File: config.mk
export PLATFORM = sky130hd
export DESIGN_NAME = pc_run_sequencer_flat
export DESIGN_NICKNAME = d
export VERILOG_FILES = /design/src/rtl/pc_run_sequencer_if.sv /design/src/rtl/pc_run_sequencer.sv /design/src/flat_wrapper.sv
export SDC_FILE = /design/constraint.sdc
export NUM_CORES = 1
export LEC_CHECK = 0
export CAP_MARGIN = 0
export CORE_ASPECT_RATIO = 1.2
export CORE_MARGIN = 3
export CORE_UTILIZATION = 45
export DETAILED_ROUTE_END_ITERATION = 6
export DONT_BUFFER_PORTS = 1
export SLEW_MARGIN = 20
export SYNTH_ARGS = -nofsm -noshare
export SYNTH_HDL_FRONTEND = slang
export SYNTH_SLANG_ARGS = --single-unit
File: constraint.sdc
create_clock -name Clk -period 2.05 [get_ports Clk]
set_clock_uncertainty 0.2 [all_clocks]
set_input_delay 0.41 -clock Clk [delete_from_list [all_inputs] [get_ports Clk]]
set_output_delay 0.41 -clock Clk [all_outputs]
set_load 0.005 [all_outputs]
File: src/rtl/pc_run_sequencer_if.sv
// Run-sequencer bundle: decoder/ALU controls and the start request in, PC and run status out.
// Latency: n/a (wiring only).
// Backpressure: none; Stall on the bundle holds the PC.
// Ports: Start, Halt, Stall, BranchTaken, BranchTarget (driven by master);
//        Pc, CountEn, Running, Done, CycleCount, Timeout (driven by slave).
interface pc_run_sequencer_if #(
   parameter int PC_W  = 10,
   parameter int CYC_W = 16
);
   logic             Start;
   logic             Halt;
   logic             Stall;
   logic             BranchTaken;
   logic [PC_W-1:0]  BranchTarget;
   logic [PC_W-1:0]  Pc;
   logic             CountEn;
   logic             Running;
   logic             Done;
   logic [CYC_W-1:0] CycleCount;
   logic             Timeout;

   modport master (
      output Start, Halt, Stall, BranchTaken, BranchTarget,
      input  Pc, CountEn, Running, Done, CycleCount, Timeout
   );

   modport slave (
      input  Start, Halt, Stall, BranchTaken, BranchTarget,
      output Pc, CountEn, Running, Done, CycleCount, Timeout
   );
endinterface

File: src/rtl/pc_run_sequencer.sv
// Run controller and PC owner: IDLE -> ARMED (Start high) -> RUN (Start low) -> DONE (Halt).
// Latency: first RUN cycle shows START_ADDR one cycle after Start is sampled low; Done one cycle after Halt.
// Backpressure: Stall holds Pc and suppresses Halt/branch; Start during RUN aborts back to ARMED.
// Ports: Clk, Reset_n (async active-low), bus (pc_run_sequencer_if.slave).
// Optional: define PC_RUN_SEQUENCER_WATCHDOG_EN to end a run in DONE with Timeout=1
//           once CycleCount reaches MAX_CYCLES; otherwise Timeout is tied 0.
module pc_run_sequencer #(
   parameter int PC_W       = 10,
   parameter int START_ADDR = 0,
   parameter int CYC_W      = 16,
   parameter int MAX_CYCLES = 50000
) (
   input  logic                  Clk,
   input  logic                  Reset_n,
   pc_run_sequencer_if.slave     bus
);

   typedef enum logic [1:0] {
      IDLE  = 2'd0,
      ARMED = 2'd1,
      RUN   = 2'd2,
      DONE  = 2'd3
   } state_t;

   localparam logic [PC_W-1:0] START_PC = PC_W'(START_ADDR);

   state_t           state_q, state_d;
   logic [PC_W-1:0]  pc_q;
   logic [CYC_W-1:0] cyc_q;
   logic             wd_fire;

`ifdef PC_RUN_SEQUENCER_WATCHDOG_EN
   logic timeout_q;

   // Compared against the count before this cycle's increment.
   assign wd_fire = (state_q == RUN) && (cyc_q == CYC_W'(MAX_CYCLES));

   always_ff @(posedge Clk or negedge Reset_n) begin
      if (!Reset_n) begin
         timeout_q <= 1'b0;
      end else if (wd_fire && !bus.Start) begin
         timeout_q <= 1'b1;
      end else if (state_q == DONE && bus.Start) begin
         timeout_q <= 1'b0;
      end
   end

   assign bus.Timeout = timeout_q;
`else
   wire [CYC_W-1:0] unused_max_cycles = CYC_W'(MAX_CYCLES);

   assign wd_fire     = 1'b0;
   assign bus.Timeout = 1'b0;
`endif

   // State register
   always_ff @(posedge Clk or negedge Reset_n) begin
      if (!Reset_n) state_q <= IDLE;
      else          state_q <= state_d;
   end

   // Next-state logic; in RUN an abort beats everything, and a stalled
   // instruction cannot halt because it does not retire.
   always_comb begin
      state_d = state_q;
      unique case (state_q)
         IDLE:    if (bus.Start)  state_d = ARMED;
         ARMED:   if (!bus.Start) state_d = RUN;
         RUN: begin
            if (bus.Start)                           state_d = ARMED;
            else if (wd_fire || (!bus.Stall && bus.Halt)) state_d = DONE;
         end
         DONE:    if (bus.Start)  state_d = ARMED;
         default: state_d = IDLE;
      endcase
   end

   // Outputs decoded from registered state; only CountEn sees the live controls.
   always_comb begin
      bus.Running = (state_q == RUN);
      bus.Done    = (state_q == DONE);
      bus.CountEn = (state_q == RUN) & ~bus.Stall & ~bus.Halt & ~bus.Start;
   end

   // PC and cycle counter
   always_ff @(posedge Clk or negedge Reset_n) begin
      if (!Reset_n) begin
         pc_q  <= START_PC;
         cyc_q <= '0;
      end else begin
         unique case (state_q)
            ARMED: begin
               if (!bus.Start) begin
                  pc_q  <= START_PC;
                  cyc_q <= '0;
               end
            end
            RUN: begin
               // Every RUN cycle counts, stalls and the halt cycle included.
               if (cyc_q != '1) cyc_q <= cyc_q + 1'b1;
               if (bus.Start) begin
                  pc_q <= START_PC;
               end else if (!wd_fire && !bus.Stall && !bus.Halt) begin
                  pc_q <= bus.BranchTaken ? bus.BranchTarget : pc_q + 1'b1;
               end
            end
            default: ;
         endcase
      end
   end

   assign bus.Pc         = pc_q;
   assign bus.CycleCount = cyc_q;

endmodule

File: src/flat_wrapper.sv
// flat-port wrapper written by rule: the top's interface ports become plain ports
module pc_run_sequencer_flat 
#(
   parameter int PC_W       = 10,
   parameter int START_ADDR = 0,
   parameter int CYC_W      = 16,
   parameter int MAX_CYCLES = 50000
)
  (Clk, Reset_n, bus_Start, bus_Halt, bus_Stall, bus_BranchTaken, bus_BranchTarget, bus_Pc, bus_CountEn, bus_Running, bus_Done, bus_CycleCount, bus_Timeout);
  pc_run_sequencer_if #(.PC_W(PC_W), .CYC_W(CYC_W)) bus_i ();
  input  logic Clk;
  input  logic Reset_n;
  input wire logic [$bits(bus_i.Start)-1:0] bus_Start;
  input wire logic [$bits(bus_i.Halt)-1:0] bus_Halt;
  input wire logic [$bits(bus_i.Stall)-1:0] bus_Stall;
  input wire logic [$bits(bus_i.BranchTaken)-1:0] bus_BranchTaken;
  input wire logic [$bits(bus_i.BranchTarget)-1:0] bus_BranchTarget;
  output wire logic [$bits(bus_i.Pc)-1:0] bus_Pc;
  output wire logic [$bits(bus_i.CountEn)-1:0] bus_CountEn;
  output wire logic [$bits(bus_i.Running)-1:0] bus_Running;
  output wire logic [$bits(bus_i.Done)-1:0] bus_Done;
  output wire logic [$bits(bus_i.CycleCount)-1:0] bus_CycleCount;
  output wire logic [$bits(bus_i.Timeout)-1:0] bus_Timeout;
  assign bus_i.Start = bus_Start;
  assign bus_i.Halt = bus_Halt;
  assign bus_i.Stall = bus_Stall;
  assign bus_i.BranchTaken = bus_BranchTaken;
  assign bus_i.BranchTarget = bus_BranchTarget;
  assign bus_Pc = bus_i.Pc;
  assign bus_CountEn = bus_i.CountEn;
  assign bus_Running = bus_i.Running;
  assign bus_Done = bus_i.Done;
  assign bus_CycleCount = bus_i.CycleCount;
  assign bus_Timeout = bus_i.Timeout;
  pc_run_sequencer #(.PC_W(PC_W), .START_ADDR(START_ADDR), .CYC_W(CYC_W), .MAX_CYCLES(MAX_CYCLES)) u_core (.Clk(Clk), .Reset_n(Reset_n), .bus(bus_i));
endmodule
# --- After elaboration in Yosys (flattened, before gate mapping) ---
# Cells that the tools add are included.
totals:
  register_bits: 28
  in_bits: 16
  output_inout_bits: 30
  wordCells: 43
op_classes:
  n_addsub: 2
  n_eq_ne: 9
  mux: 13
  bitwise_logic: 6
  n_reduce_logical: 10
ops:
  columns: ["cell", "n"]
  rows:
  - ["$mux W10", 4]
  - ["$mux W16", 2]
  - ["$pmux W16 S2", 1]
  - ["$pmux W10 S2", 1]
  - ["$add A16 B1 Y16 const B", 1]
  - ["$ne A16 B16 Y1 const B", 1]
  - ["$add A10 B1 Y10 const B", 1]
  - ["$reduce_and A3 Y1", 3]
  - ["$mux W2", 4]
  - ["$ne A3 B2 Y1 const B", 2]
  - ["$pmux W2 S3", 1]
  - ["$eq A2 B2 Y1 const B", 2]
  - ["$ne A2 B1 Y1 const B", 2]
  - ["$and A1 B1 Y1", 3]
  - ["$not A1 Y1", 3]
  - ["$eq A2 B1 Y1 const B", 1]
  - ["$logic_and A1 B1 Y1", 2]
  - ["$logic_not A1 Y1", 2]
  - ["$logic_not A2 Y1", 1]
  - ["$ne A2 B2 Y1 const B", 1]
  - ["$reduce_bool A2 Y1", 1]
  - ["$reduce_or A2 Y1", 1]

# --- Depth between registers and ports, before layout ---
# Gate-level depths: netlist of the first run.
logic_depth:
  word_depth: 5
  ltp_mapped: 8
  mapped_depth_nobuf: 7

# --- Least setup slack after synthesis of the first run ---
# Ideal clock, no wire load.
synth_timing:
  path_kind: "register to register"
  startpoint: "register u_core.state_q[0]"
  endpoint: "register u_core.cyc_q[15], in the netlist u_core.bus.CycleCount[15]"
  arrival_ns: 1.846
  setup_slack_ns: -0.078
  stages_incl_launch_ff: 8
  synth_period_minus_slack_ns: 2.128
  path_cell_list: "dfrtp_1 -> inv_1 -> ha_1 -> buf_2 -> o21ai_1 -> a2111oi_4 -> or4b_1 -> o21ai_0"
synth_via:
  elab_chain_cells: 3
synth_rtl:
  columns: ["element", "line_no", "source"]
  rows:
  - ["from (decl)", "pc_run_sequencer.sv:27", "state_t state_q, state_d;"]
  - ["from (signal assigned)", "pc_run_sequencer.sv:59", "else state_q <= state_d;"]
  - ["$eq A2 B2 Y1 *", null, null]
  - ["net bus_Running", "flat_wrapper.sv:20", "output wire logic [$bits(bus_i.Running)-1:0] bus_Running;"]
  - ["$ne A2 B1 Y1 (no line) / $reduce_bool A2 Y1 (equally long branches)", null, null]
  - ["$reduce_and A3 Y1 (no line)", null, null]
  - ["to (signal assigned)", "pc_run_sequencer.sv:100", "if (cyc_q != '1) cyc_q <= cyc_q + 1'b1;"]
  - ["to (decl)", "pc_run_sequencer.sv:29", "logic [CYC_W-1:0] cyc_q;"]
# Mark *: on every way through the listed nets, which the timed path passes. The rest lies on a longest branch.
# A chain may end at the register's enable or synchronous reset.

# --- Final worst setup path of the first run ---
layout_timing:
  startpoint: "register u_core.cyc_q[0], in the netlist u_core.bus.CycleCount[0]"
  endpoint: "register u_core.cyc_q[15], in the netlist u_core.bus.CycleCount[15]"
layout_via:
  elab_chain_cells: 3
layout_rtl:
  columns: ["element", "line_no"]
  rows:
  - ["$add A16 B1 Y16 / $ne A16 B16 Y1 (equally long branches)", "pc_run_sequencer.sv:100"]
  - ["$mux W16 / $ne A2 B1 Y1 (equally long branches)", null]
  - ["$pmux W16 S2 / $reduce_and A3 Y1 (equally long branches)", null]
# Several ways; a longest one is shown, not always the timed one. The select of a mux whose other input is x is not followed.

==> results by group, run 1 <==
Yosys
  • Ranking of synthesized cells by area: dfrtp_1 39%, o21ai_0 5.9%, nor2_1 4.6%
  • YS warnings: 0
  • Fraction of registers with async set/reset: 100.0%
  • Post-synthesis sequential area ratio: 39.16%
  • Synthesized area: 1789 um^2
  • Post-synth EDFFs: 0
  • Most used DFF post-synth: dfrtp_1
  • Area share of the largest cell type after synthesis: 39.16%
  • Synth area leader: dfrtp_1
  • Syn Area/Cell: 8.771 um^2
  • Mapped Cells: 204
  • Synth cell types: 49
  • Syn Nets: 225
  • FF+latch count, synth: 28

STA
  • Final setup viols: 0
  • RSZ-0062 raised after global routing: true
  • Final critical-path share of the clock period: 98.70%
  • Final Hold Vio Count: 0
  • Max frequency: 0.4942 GHz
  • Period minus WS final: 2.023 ns
  • Slew Viols, Final: 0

Setup path
  • Slowest-stage cell, CP: or4b_1
  • Largest stage delay on the critical path: 0.46 ns
  • Critical path required time: 2.06 ns
  • Top Family by Delay on Critical Path: simple AND/OR/NAND/NOR gates
  • Worst Path Buf+Inv: 0
  • Setup Crit Path Kind: flip-flop to flip-flop
  • Crit Path Max Fanout: 5
  • Sequence of cells on the critical path: ha_2, and3_4, a2111oi_4, or4b_1, o21ai_1
  • CP Launch Type: flip-flop
  • Crit. End Element: flip-flop
  • WP data arrival: 2.03 ns

GRT
  • Met2 usage: 38.75%
  • GR Util met3: 3.731%
  • Vias in the first global route: 1,716
  • First-pass GRT wire length: 8.031 mm
  • Initial antenna violation count: 0
  • Largest net degree at the start of global routing: 29
  • Gr ovfl total: 0
  • Global routing's busiest layer: met2
  • Met1 Track Usage GR: 25.14%
  • Tot GR Track Use: 20.96%

Clock tree
  • Clk sinks: 28
  • Total CTS buffers: 3
  • Clock-pin slew on the worst setup and hold paths: 0.10 ns
  • H-tree Lvls: 1
  • Root buf cell: clkbuf_8
  • CTS tree: built
  • Clock Latency Late Sink: 0.28 ns
  • CTS max path bufs: 2

Routing
  • Iter 0 DRT Violations: 80
  • Vias per inst: 5.873
  • Drt total wl: 5.015 mm
  • Final ANT Viol Nets: 0
  • Via count: 1,756
  • DR pass1 iterations: 4
  • DR WL/cell: 16.77 um
  • DR DRC count: 0

Placed design
  • DP Area: 2077 um^2
  • I/O Buffers: 0
  • GP Congestion: 0.8213
  • Detailed-placement wirelength estimate: 3.565 mm
  • Placed cells: 281

Floorplanning
  • Core area: 3724 um^2
  • Die Area: 4772 um^2
  • Die Wd: 63.56 um
  • Row count: 24
  • Ports: 46
  • Initial Util: 48.05%
  • Die outline height: 75.08 um

Cells and area
  • Fin area: 2387 um^2
  • Nets: 269
  • Number of diodes: 0
  • Layout cells sized above 1: 33.20%
  • Most frequent cells in the layout: 40 x buf_4, 27 x dfrtp_1, 19 x nor2_1, 19 x o21ai_0, 10 x a21oi_1
  • Layout area overhead: 33.43%
  • Finished Layout Cells: 299
  • Commonest non-fill, non-tap cell in the layout: buf_4

Min path
  • Hold Path Class: input pin to flip-flop

Status
  • Status: complete, no violations

Power
  • VDD IR max: 0.0003469 V
  • P per Cell Area: 785.9 nW/um^2
  • Leakage dissipation: 1.032 nW

Run
  • Max Cap Viol: 0
-- per-stage QoR --
step | hold slack, ns | TNS [ns] | worst slack (ns) | util [%] | power [mW]
after floorplan | -0.08559 | 0 | 0.01584 | - | 1.025
after global placement | -0.08465 | 0 | 0.07397 | 55.78 | 1.244
after detailed placement | -0.08479 | 0 | 0.007459 | 55.78 | 1.270
after CTS | 0.1094 | 0 | 0.00008327 | 59.48 | 1.779
after global routing | 0.1037 | -0.08801 | -0.02307 | 64.11 | 2.003
final | 0.1089 | 0 | 0.02666 | 64.11 | 1.876
-- repair_timing --
action | in CTS | in global routing
buffers inserted | 3 | 9
hold buffers | 2 | 0
gates resized for setup | 3 | 28
pin swaps | 0 | 10
endpoints found under the setup margin | 4 | 15
hold endpoints to repair | 28 | 0
-- worst paths after layout --
path	from	end	slack [ns]	depth (start not counted)
worst max-delay path	u_core.bus.CycleCount[0]	u_core.bus.CycleCount[15]	0.03	5
worst min-delay path	bus_BranchTaken	u_core.bus.Pc[6]	0.11	2
worst max register to register	u_core.bus.CycleCount[0]	u_core.bus.CycleCount[15]	0.03	5
worst min register to register	u_core.bus.Pc[8]	u_core.bus.Pc[8]	0.38	1
max in group asynchronous	Reset_n	u_core.bus.CycleCount[2]	1.11	2
min in group asynchronous	Reset_n	u_core.bus.CycleCount[14]	0.37	2
-- kinds of logic (layout without fill, tap and decap cells) --
group	count (synthesis)	count (layout)	share of synthesized area, %
AND/OR/NAND/NOR	78	78	23.22
adder cells (fa/ha/maj)	5	5	3.497
XOR/XNOR	5	5	2.447
buffers and inverters	16	59	3.775
flip-flops	28	28	39.16
AO/OA/AOI/OAI	68	68	25.88
other	1	1	0.2096
multiplexers	3	3	1.818
-- layout make-up --
cell class / count / area, um^2
multi-input combinational: 160 / 1125
tap: 52 / 65.06
sequential: 28 / 701.9
timing repair buffer: 48 / 397.9
clock buffer: 3 / 41.29
inverter: 7 / 26.28
fill: 334 / 1336
clock inverter: 1 / 30.03
-- state kept, by name (all words and copies together), names as in the netlist --
| name | cells |
|---|---|
| u_core.bus.CycleCount | 16 |
| u_core.bus.Pc | 10 |
| u_core.state_q | 2 |
-- power breakdown --
| part | internal (mW) | total, mW | switching, mW |
|---|---|---|---|
| sequential | 0.607 | 0.675 | 0.0678 |
| combinational | 0.383 | 0.756 | 0.372 |
| clock | 0.262 | 0.446 | 0.184 |
-- worst register-to-register path: stages, from the launching register on --
cell       delay (ns)
dfrtp_1          0.43
ha_2             0.21
and3_4           0.19
a2111oi_4        0.38
or4b_1           0.46
o21ai_1          0.09
-- per-layer routing --
| layer | up-vias | wire [um] |
|---|---|---|
| met5 | - | 0 |
| met4 | 0 | 51 |
| met3 | 6 | 262 |
| met2 | 46 | 2702 |
| met1 | 856 | 1999 |
| li1 | 848 | - |
-- synth_stat cells, types with 3 or more instances --
cell,count
a21oi_1,12
a22oi_1,4
a31o_2,3
and3_1,7
buf_2,3
clkbuf_1,4
dfrtp_1,28
ha_1,5
inv_1,6
nand2_1,11
nand2b_1,3
nand3_1,11
nor2_1,22
nor3_1,7
nor4_1,3
o211ai_1,3
o21ai_0,21
o2bb2ai_1,8
xnor2_1,5
No activity file was read; power rests on OpenSTA's default activity.
==> run 2, diff against run 1 <==
CTS_BUF_LIST = sky130_fd_sc_hd__clkbuf_4 sky130_fd_sc_hd__clkbuf_8   (was unset)
SETUP_SLACK_MARGIN = 0.2   (was unset)
clock period = 2.42 ns   (was 2.05 ns; I/O delays follow)
==> run 2 against run 1 <==
  * Register-to-register slack gained 0.24 ns
  * Routed wire length decreased by 12%
  * Die area did not move
  * Non-clock buffer count down 37
  * Largest cell class unchanged
==> results by group, run 2 (synthesized netlist as in run 1, its figures left out) <==
Placed design
  • DP Area: 1873 um^2 (-9.8%)
  • Detailed-placement wirelength estimate: 3.252 mm (-8.8%)
  • GP Congestion: 0.9552 (+16%)
  • I/O Buffers: 0 (unchanged)

Clock tree
  • Clock Latency Late Sink: 0.28 ns (about the same)
  • CTS tree: built
  • Clock-pin slew on the worst setup and hold paths: 0.10 ns (about the same)
  • Root buf cell: clkbuf_8
  • CTS max path bufs: 2 (unchanged)
  • H-tree Lvls: 1 (unchanged)
  • Total CTS buffers: 3 (unchanged)
  • Clk sinks: 28 (unchanged)

Cells and area
  • Fin area: 2026 um^2 (-15%)
  • Fill cells: 358 (+7.2%)
  • Number of diodes: 0 (unchanged)
  • Nets: 232 (-14%)
  • Area of the multi-input gates: 1057 um^2 (-6.0%)
  • Register area: 700.7 um^2 (-0.18%)
  • Largest register FFs: 16 (unchanged)
  • Layout cells sized above 1: 15.71% (-17 points)
  • Most frequent cells in the layout: 28 x dfrtp_1, 22 x nor2_1, 21 x o21ai_0, 12 x a21oi_1, 10 x nand3_1
  • Commonest non-fill, non-tap cell in the layout: dfrtp_1
  • Layout area overhead: 13.22%

Setup path
  • Setup Crit Path Kind: flip-flop to output port
  • FF-to-FF setup slack: 0.27 ns (+0.24 ns)
  • Sequence of cells on the critical path: inv_1, ha_2, buf_8, nand3_2, inv_1
  • Slowest-stage cell, CP: dfrtp_1
  • CP Launch Type: flip-flop
  • Crit-path most repeated cell: inv_1
  • WP data arrival: 1.49 ns (-0.54 ns)
  • Worst Path Buf+Inv: 3 (+3)
  • Top Family by Delay on Critical Path: flip-flops
  • Crit Path Max Fanout: 16 (+11)
  • Crit. End Element: output port
  • Largest stage delay on the critical path: 0.44 ns (-0.02 ns)
  • Critical path required time: 1.74 ns (-0.32 ns)

GRT
  • Tot GR Track Use: 19.20% (-1.8 points)
  • First-pass GRT wire length: 7.389 mm (-8.0%)
  • Initial antenna violation count: 0 (unchanged)
  • Largest net degree at the start of global routing: 29 (unchanged)
  • Gr ovfl total: 0 (unchanged)
  • Vias in the first global route: 1,610 (-6.2%)

Routing
  • Iter 0 DRT Violations: 106 (+33%)
  • DR WL/cell: 16.88 um (+0.65%)
  • DR pass1 iterations: 4 (unchanged)
  • Final ANT Viol Nets: 0 (unchanged)
  • Drt total wl: 4.423 mm (-12%)
  • DR DRC count: 0 (unchanged)
  • Via count: 1,591 (-9.4%)
  • Vias per inst: 6.073 (+3.4%)

STA
  • Period minus WS final: 2.175 ns
  • Final setup viols: 0 (unchanged)
  • Setup TNS: 0 ns (unchanged)
  • Slew Viols, Final: 0 (unchanged)
  • RSZ-0062 raised after global routing: true
  • Final Hold Vio Count: 0 (unchanged)
  • Final critical-path share of the clock period: 89.86%
  • Max frequency: 0.4598 GHz

Power
  • Leakage dissipation: 0.8253 nW (-20%)
  • P per Cell Area: 694.7 nW/um^2 (-12%)
  • VDD IR max: 0.0003077 V (-11%)

Status
  • Status: complete, no violations

Floorplanning
  • Initial Util: 48.05% (unchanged)
  • Die Area: 4772 um^2 (unchanged)
  • Die outline height: 75.08 um (unchanged)
  • Row count: 24 (unchanged)
  • Ports: 46 (unchanged)
  • Die Wd: 63.56 um (unchanged)
  • Core area: 3724 um^2 (unchanged)

Run
  • Max Cap Viol: 0 (unchanged)

Min path
  • Hold Path Class: input pin to flip-flop
-- run 2: changes by cell type in the layout (fill, tap and decap cells not counted), sizes merged --
cell	change
buf	-37
-- run 2: final timing paths --
check	from	endpoint	depth (start not counted)
max	u_core.state_q[0]	bus_CountEn	5
min	bus_BranchTaken	u_core.bus.Pc[9]	2
max reg2reg	u_core.state_q[0]	u_core.bus.CycleCount[7]	7
min reg2reg	u_core.bus.Pc[7]	u_core.bus.Pc[7]	1
max in group asynchronous	Reset_n	u_core.state_q[1]	2
min in group asynchronous	Reset_n	u_core.bus.CycleCount[13]	2
-- run 2: cell type report --
cell class                      count  area share (%)
Clock buffer                        3           2.038
Clock inverter                      1           1.482
Inverter                            7           1.297
Multi-Input combinational cell    160           52.19
Sequential cell                    28           34.59
Tap cell                           52           3.212
Timing Repair Buffer               11           5.188
-- run 2: per-stage QoR --
| stage | hold slack (ns) | cells | worst slack [ns] | utilization [%] | power [mW] |
|---|---|---|---|---|---|
| CTS | 0.1854 | 261 | 0.1924 | 53.26 | 1.388 |
| finish | 0.1903 | 262 | 0.2453 | 54.40 | 1.407 |
| floorplan | -0.01159 | 204 | 0.2915 | - | 0.8577 |
| global route | 0.2008 | 262 | 0.1482 | 54.40 | 1.499 |
| global placement | -0.01095 | 255 | 0.2524 | 50.30 | 0.9699 |
| detailed placement | -0.01089 | 255 | 0.1803 | 50.30 | 0.9861 |
-- run 2: metal layers --
layer  vias up  wire length [um]  global-route usage, %
met5         -                 0                      0
met4         0                46                  5.755
met1       748              1824                  22.90
li1        776                 -                      -
met2        60              2263                  35.38
met3         7               290                  3.582
-- run 2: worst reg2reg max path, stage by stage (launching register included) --
cell and delay, ns:
dfrtp_1 0.44, inv_1 0.08, ha_2 0.27, nand2_2 0.10
nor4_4 0.19, nand3_1 0.32, a31o_2 0.34, a21oi_1 0.14
-- run 2: timing repair --
item                                    4_1_cts  5_1_grt
resized for setup                             3        9
hold buffers                                  2        0
buffers inserted                              0        1
gates cloned                                  0        0
endpoints found under the hold margin        28        0
endpoints found under the setup margin        4       15
-- run 2: power by group --
part	internal [mW]	switching [mW]
logic	0.189	0.268
clock network	0.222	0.156
registers	0.514	0.0595
